===== src/rtl/alu_share_seq.sv =====
// alu_share_seq: time-shares one combinational ALU between the PC incrementer
// (requester 0) and the execute stage (requester 1). Round-robin grant,
// valid/ready accept, one EXEC cycle of stable operands, then a one-cycle
// response pulse to whichever requester owns the operation.

module alu_share_seq #(
    parameter int WIDTH = 32
) (
    input  logic             clk,
    input  logic             rst,

    input  logic             req0_valid,
    input  logic [WIDTH-1:0] req0_a,
    input  logic [WIDTH-1:0] req0_b,
    input  logic [1:0]       req0_op,
    output logic             req0_ready,

    input  logic             req1_valid,
    input  logic [WIDTH-1:0] req1_a,
    input  logic [WIDTH-1:0] req1_b,
    input  logic [1:0]       req1_op,
    output logic             req1_ready,

    output logic [WIDTH-1:0] alu_a,
    output logic [WIDTH-1:0] alu_b,
    output logic [1:0]       alu_switch,
    input  logic [WIDTH-1:0] alu_result,

    output logic [WIDTH-1:0] resp_result,
    output logic             resp_zero,
    output logic             resp0_valid,
    output logic             resp1_valid,
    output logic             busy
);

    localparam logic [1:0] IDLE = 2'd0;
    localparam logic [1:0] EXEC = 2'd1;
    localparam logic [1:0] RESP = 2'd2;

    logic [1:0] state;
    logic       last_grant;
    logic       owner;
    logic       can_accept;
    logic       grant0;
    logic       grant1;

    // Round-robin grant: a lone requester wins, a tie goes to whoever was not
    // served last. Accepts are only possible outside EXEC, since RESP overlaps
    // with the next accept to reach one operation every two cycles.
    always_comb begin
        can_accept = (state == IDLE) || (state == RESP);
        grant0     = req0_valid && (!req1_valid || last_grant);
        grant1     = req1_valid && (!req0_valid || !last_grant);
        req0_ready = can_accept && grant0;
        req1_ready = can_accept && grant1;
        busy       = (state == EXEC);
    end

    // Sequencer: reset wins over any accept; accept loads the ALU operands,
    // EXEC captures the ALU output, RESP pulses the owner's response.
    always_ff @(posedge clk) begin
        if (rst) begin
            state       <= IDLE;
            last_grant  <= 1'b1;
            owner       <= 1'b0;
            alu_a       <= '0;
            alu_b       <= '0;
            alu_switch  <= 2'b00;
            resp_result <= '0;
            resp_zero   <= 1'b0;
            resp0_valid <= 1'b0;
            resp1_valid <= 1'b0;
        end else begin
            case (state)
                IDLE, RESP: begin
                    resp0_valid <= 1'b0;
                    resp1_valid <= 1'b0;
                    if (req0_ready) begin
                        alu_a      <= req0_a;
                        alu_b      <= req0_b;
                        alu_switch <= req0_op;
                        owner      <= 1'b0;
                        last_grant <= 1'b0;
                        state      <= EXEC;
                    end else if (req1_ready) begin
                        alu_a      <= req1_a;
                        alu_b      <= req1_b;
                        alu_switch <= req1_op;
                        owner      <= 1'b1;
                        last_grant <= 1'b1;
                        state      <= EXEC;
                    end else begin
                        state <= IDLE;
                    end
                end
                EXEC: begin
                    resp_result <= alu_result;
                    resp_zero   <= (alu_result == '0);
                    resp0_valid <= !owner;
                    resp1_valid <= owner;
                    state       <= RESP;
                end
                default: begin
                    state       <= IDLE;
                    resp0_valid <= 1'b0;
                    resp1_valid <= 1'b0;
                end
            endcase
        end
    end

endmodule


===== config.mk =====
export PLATFORM = sky130hd
export DESIGN_NAME = alu_share_seq
export DESIGN_NICKNAME = d
export VERILOG_FILES = /design/src/rtl/alu_share_seq.sv
export SDC_FILE = /design/constraint.sdc
export NUM_CORES = 1
export LEC_CHECK = 0
export CAP_MARGIN = 10
export CORE_MARGIN = 1
export CORE_UTILIZATION = 39
export CTS_CLUSTER_SIZE = 28
export DETAILED_ROUTE_END_ITERATION = 16
export GPL_TIMING_DRIVEN = 0
export MAX_ROUTING_LAYER = met4
export PLACE_DENSITY = 0.86
export SYNTH_ARGS = -nofsm -noshare
export SYNTH_HDL_FRONTEND = slang
export SYNTH_SLANG_ARGS = --single-unit

===== constraint.sdc =====
create_clock -name clk -period 4.34 [get_ports clk]
set_clock_uncertainty 0.05 [all_clocks]
set_input_delay 0.651 -clock clk [delete_from_list [all_inputs] [get_ports clk]]
set_output_delay 0.651 -clock clk [all_outputs]
set_load 0.005 [all_outputs]

* After elaboration in Yosys (flattened, before gate mapping)
Index checks and enable logic that the tools add are counted.
** Operators by class
- Order comparisons :: 0
- Shift operators :: 0
- $mul :: 0
- Reduce and logical (&&, ||, !) cells :: 17
- Bitwise logic cells :: 1
- Add/sub/neg operators :: 0
- Eq/ne operators :: 2
- Divide/modulo/power cells :: 0
- Muxes and demuxes :: 11
** Operators with widths (number)
- 2-to-1 mux 32 bit :: 4
- zero test 32 bit :: 1
- logical AND 1 bit :: 4
- zero test 1 bit :: 4
- 2-to-1 mux 1 bit :: 4
- 2-to-1 mux 2 bit :: 2
- case mux 2 bit (2 select lines) :: 1
- OR reduction 2 bit :: 2
- logical OR 1 bit :: 3
- == test 2 x 1 -> 1 bit, second input constant :: 1
- == test 2 bit, second input constant :: 1
- zero test 2 bit :: 1
- AND reduction 2 bit :: 1
- nonzero test 2 bit :: 1
- inverter 1 bit :: 1
** Storage, ports and cells
- Memory bits (read-only) :: 0
- Memories :: 0
- Input bits :: 168
- Word-level logic and storage cells :: 41
- Bits in registers :: 105
- Bits in writable memories :: 0
- Output and inout bits :: 104
- Latch bits :: 0

* Longest topological paths before layout
Gate-level depths: netlist of run 1.
- Word-level depth :: 7
- Gate-level depth with buffers :: 7
- Gate-level depth less buffers :: 4

* Least setup slack after synthesis of run 1
No wires, ideal clock.
- Kind :: input -> output
- Start :: input port req0_valid
- End :: output port req0_ready
- Slack :: 2.309 ns
- Data arrival time :: 1.330 ns
- Required time :: 3.639 ns
- Path buffers :: 3
- Stages :: 6
- Path through :: nand2b_1 > a21o_1 > buf_4 > buf_6 > buf_6 > inv_1
** On the way
- Cells in the longest elaborated chain, start to end :: 2
** Ends and longest elaborated chain
- from (decl) :: line 12 : input logic req0_valid,
- logical AND 1 bit :: line 52 : grant0 = req0_valid && (!req1_valid || last_grant);
- logical AND 1 bit :: line 54 : req0_ready = can_accept && grant0;
- to (decl) :: line 16 : output logic req0_ready,
No other way between the ends.

* Worst setup path after layout of run 1
Same ends and word-level chain as after synthesis.

==> out/results.txt, run 1 <==
Status - finished, final reports clean
Clk root buf - clkbuf_8
HPWL after DPL - 10.7 mm
Worst Setup End Kind - primary output
Worst-margin pin slew - 0.490 ns
WS Path Type - input port to primary output
Yosys Warn Count - 0
Antenna cell count - 0
Number of global-route vias before repair - 4255
Final Hold Fails - 0
Worst R2R Path Depth - 5
Vias/cell - 5.04
Synthesis-to-finish area growth - 74.7%
Synthesized flop and latch total - 105
Num rows - 37
Wire length on met2 - 6.87 mm
Initial antenna violation count - 0
Layout cells sized above 1 - 4.81%
Unique masters post-synth - 20
Final min period - 3.12 ns
Post-Syn Instances - 400
Clock-pin slew on the worst setup and hold paths - 0.08 ns
Part of the Yosys area used for sequential elements - 51.0%
Final setup vio count - 0
# IOs - 272
Clock Sinks - 105
Post-synth top area share - 51.0%
CP startpoint kind - input port
Hold buffers post-CTS - 0
Hold path depth - 2
Syn avg cell area - 10.3 um2
Worst skew pair latency - 0.34 ns
Fin nets - 850
Die Y - 105 um
Top sig layer - met4
First DRT Iteration DRCs - 105
Cell area after synthesis - 4120 um2
Initial Utilization - 40.1%
Die ar. - 11000 um2
VDD IR max - 0.199 mV
Most used cells in the layout excluding fill and tap cells - clkdlybuf4s50_1 (271), dfxtp_1 (105), mux2i_1 (66), o2bb2ai_1 (66), nand2_1 (65)
Worst Hold Slack - 0.407 ns
Final TNS setup - 0 ns
Core Area - 10300 um2
Drt wl/cell - 16.2 um
Fmax - 320 MHz
Wl on met1 - 5.21 mm
Global route overflow - 0
Pre-Repair DR Iteration Count - 4
Leakage - 2.86 nW
Routed length on met3 - 868 um
Die W - 105 um
Final WS setup - 1.22 ns
Pin count of the biggest net entering global routing - 17
H-tree Lvls - 3
Inserted Clock Buffers - 9
Slew HR - 67.3%
Number of buffers added for setup after CTS - 0
Max-cap violations - 0
GR Util All Layers - 24.5%
Pre-CTS setup slack - 1.21 ns
Power Density - 310 nW/um2
Worst Hold Class - register to register
Worst Path Required - 3.64 ns
CP max FO - 10
Most common cell after layout, fill and taps aside - clkdlybuf4s50_1
# port buffers - 271
Worst-case clock buffer depth - 2
Via Count - 4142
CTS tree - built
CTS resizes - 0
Gpl congestion - 0.877
Final Max Tran Viols - 0
Post-route ant nets - 0
Crit path DAT - 2.42 ns
Synth area leaders - dfxtp_1 (51%), mux2i_1 (16%), o2bb2ai_1 (14%), nand2_1 (5.9%), a21oi_1 (4.3%)
Global-route wire length before repair - 20.9 mm
Unrepaired setup endpoints after global routing - no
Routed WL - 13.3 mm
Fin crit share - 72.0%
Final design area excluding fillers - 7200 um2
# DRC - 0
Cell taking the most area after synthesis - dfxtp_1
DP Area - 7000 um2
Syn Nets - 568
==> cells by family (layout without fill, tap and decap cells) <==
family,after synthesis,after routing,synth area share [%]
buffers and inverters,38,324,5.20
AO/OA/AOI/OAI,103,103,18.7
multiplexers,66,66,16.0
flip-flops,105,105,51.0
AND/OR/NAND/NOR,88,88,9.02
==> metal layers <==
metal,vias up,GRT usage (%)
li1,1997,-
met1,1942,26.3
met2,174,44.5
met3,29,5.24
met4,0,8.75
met5,-,-
==> cell usage after synthesis <==
master     count
dfxtp_1      105
a21oi_1       35
o2bb2ai_1     66
buf_4          4
clkbuf_1      14
nand2b_1       3
mux2i_1       66
buf_2          9
nor3_1         1
buf_6          6
a21o_1         1
or3_1          2
and2_1         1
nor4_1         8
nand2_1       65
a211o_1        1
buf_1          1
nand4_1        2
inv_1          4
nor2_1         6
==> layout make-up <==
type	count	area, um2
buffer	34	199
clock buffer	11	141
clock inverter	4	53.8
fill	829	3080
inverter	4	15.0
multi-input combinational	257	1800
sequential	105	2100
tap	136	170
timing repair buffer	271	2710
==> critical path, stage by stage <==
cell	delay, ns
clkdlybuf4s50_1	0.51
nand2b_1	0.09
a21o_1	0.16
buf_4	0.15
buf_6	0.16
buf_6	0.16
inv_1	0.05
clkdlybuf4s50_1	0.49
==> final timing paths <==
kind / start / end / slack [ns]
worst min-delay path: resp_result[31] / resp_result[31] / 0.41
worst min register to register: resp_result[31] / resp_result[31] / 0.41
worst max-delay path: req0_valid / req0_ready / 1.22
worst max register to register: state[0] / alu_b[21] / 2.69
==> power breakdown <==
group	internal [W]	leakage (nW)	switching (W)
registers	0.00104	0.865	0.0000424
clock network	0.000281	0.0916	0.000318
logic	0.000350	1.90	0.000200
==> through the flow <==
stage	power [W]	cells	util, %
floorplan	0.00129	400	-
global placement	0.00164	807	68.1
detailed placement	0.00166	807	68.1
CTS	0.00225	822	70.0
global route	0.00234	822	70.0
finish	0.00223	822	70.0
==> state kept, by name (all words and copies together), names as in the netlist <==
name / count
resp0_valid: 1
resp_zero: 1
last_grant: 1
resp1_valid: 1
owner: 1
resp_result: 32
alu_a: 32
state: 2
alu_b: 32
alu_switch: 2
No activity file was read; power rests on OpenSTA's default activity.
==> run 2: changes to the inputs <==
- CORE_UTILIZATION: 39 -> 36
- PLACE_DENSITY: 0.86 -> 0.81
- clock period: 4.34 -> 3 ns (I/O delays scaled with it)
==> run 2 against run 1 <==
Clock-buffer cell count unchanged. Wire length up 3.3%. Die area up 8.2%. Power up 58%. Clock power up 93%. Non-clock buffer count unchanged. Highest routed layer unchanged.
==> out/results.txt, run 2 (synthesis gave the netlist of run 1 again) <==
Status - finished, final reports clean
Worst Hold Class - register to register
Worst-case clock buffer depth - 2
Unrepaired setup endpoints after global routing - no
Worst path max stage delay - 0.52 ns
First DRT Iteration DRCs - 194
Regs by FF count - alu_a: 32 flops, alu_b: 32 flops, resp_result: 32 flops
Initial antenna violation count - 0
Die Y - 109 um
Crit path DAT - 2.25 ns
Fmax - 364 MHz
Num rows - 38
CTS tree - built
CP max FO - 10
Fin crit share - 91.6%
WS Path Type - input port to primary output
Inserted Clock Buffers - 9
CP max stage cell - clkdlybuf4s50_1
R2r startpoint - state[0]
Via Count - 4142
Number of buffers added for setup after CTS - 0
Core Area - 11000 um2
Die W - 109 um
Clock Sinks - 105
Global-route wire length before repair - 20.4 mm
HPWL after DPL - 10.7 mm
CTS resizes - 0
CP startpoint kind - input port
Final Max Tran Viols - 0
Critical-path cell list - clkdlybuf4s50_1 > nand2b_1 > a21o_1 > buf_4 > buf_6 > buf_6 > inv_1 > clkdlybuf4s50_1
Reg2reg end - alu_a[4]
# DRC - 0
Worst-margin pin slew - 0.487 ns
Worst skew pair latency - 0.35 ns
Post-route ant nets - 0
H-tree Lvls - 3
Pre-Repair DR Iteration Count - 4
Gpl congestion - 0.819
Number of global-route vias before repair - 4213
Vias/cell - 5.01
Fin nets - 850
Max-cap violations - 0
Leakage - 2.91 nW
Power Density - 483 nW/um2
VDD IR max - 0.449 mV
Drt wl/cell - 16.6 um
Number of fill cells in the layout - 879
Initial Utilization - 37.5%
First element of the critical path - req0_valid
Worst Path Required - 2.50 ns
Antenna cell count - 0
Worst Setup EP - req0_ready
Clk root buf - clkbuf_16
Util after Layout - 66.4%
Global route overflow - 0
Most common cell after layout, fill and taps aside - clkdlybuf4s50_1
Most used cells in the layout excluding fill and tap cells - clkdlybuf4s50_1 (271), dfxtp_1 (105), mux2i_1 (66), o2bb2ai_1 (66), nand2_1 (65)
Final setup vio count - 0
Worst Setup End Kind - primary output
Final Hold Fails - 0
Pin count of the biggest net entering global routing - 17
Synthesis-to-finish area growth - 77.1%
Reg2Reg Setup Slack - 1.35 ns
Clock-pin slew on the worst setup and hold paths - 0.07 ns
Hold buffers post-CTS - 0
Slew HR - 67.6%
Worst R2R Path Depth - 7
Die ar. - 11900 um2
Final TNS setup - 0 ns
Routed WL - 13.7 mm
Layout cells sized above 1 - 4.80%
# port buffers - 271
GR Util All Layers - 23.3%
# IOs - 272
Final min period - 2.75 ns
## run 2: metal layers
layer  up-vias  GRT usage [%]  share of wire, %
met3        31           8.61               8.7
met5         -              -                 0
met4         0           7.82               2.2
li1       2003              -                 -
met1      1928           24.6                38
met2       180           40.0                51
## run 2: worst min path at each step
| stage | startpoint | depth (start not counted) | to |
|---|---|---|---|
| after global placement | owner | 1 | resp0_valid |
| after CTS | resp_result[16] | 2 | resp_result[16] |
| after floorplan | owner | 1 | resp0_valid |
| after global routing | resp_result[24] | 2 | resp_result[24] |
| after detailed placement | alu_b[23] | 1 | alu_b[23] |
| final | owner | 1 | resp0_valid |
## run 2: through the flow
stage | cells | hold WS, ns | instance area (um2) | total power (W) | setup slack, ns
detailed placement | 811 | 0.396 | 7010 | 0.00239 | 0.250
CTS | 827 | 0.407 | 7290 | 0.00356 | 0.242
floorplan | 400 | 0.367 | 4120 | 0.00187 | 1.37
global placement | 811 | 0.380 | 7010 | 0.00237 | 0.309
finish | 827 | 0.403 | 7290 | 0.00352 | 0.252
global route | 827 | 0.424 | 7290 | 0.00367 | 0.163
## run 2: worst max-delay path: cells and delay by family
| family | cells | cell delay (ns) |
|---|---|---|
| AOI/OAI and AO/OA | 1 | 0.16 |
| buffers and inverters | 6 | 1.55 |
| and+or+nand+nor | 1 | 0.09 |
## run 2: area by class of cell
cell class | instances | area, um2 | area share [%]
tap | 140 | 175 | 2.40
inverter | 4 | 15.0 | 0.206
clock inverter | 5 | 56.3 | 0.772
clock buffer | 11 | 233 | 3.19
buffer | 34 | 199 | 2.73
timing repair buffer | 271 | 2710 | 37.2
sequential | 105 | 2100 | 28.8
multi-input combinational | 257 | 1800 | 24.7
## run 2: power breakdown
group / switching, W / internal [W] / leakage [nW]
sequential: 0.0000613 / 0.00151 / 0.865
clock: 0.000512 / 0.000646 / 0.139
combinational: 0.000291 / 0.000506 / 1.90
total: 0.000865 / 0.00266 / 2.91
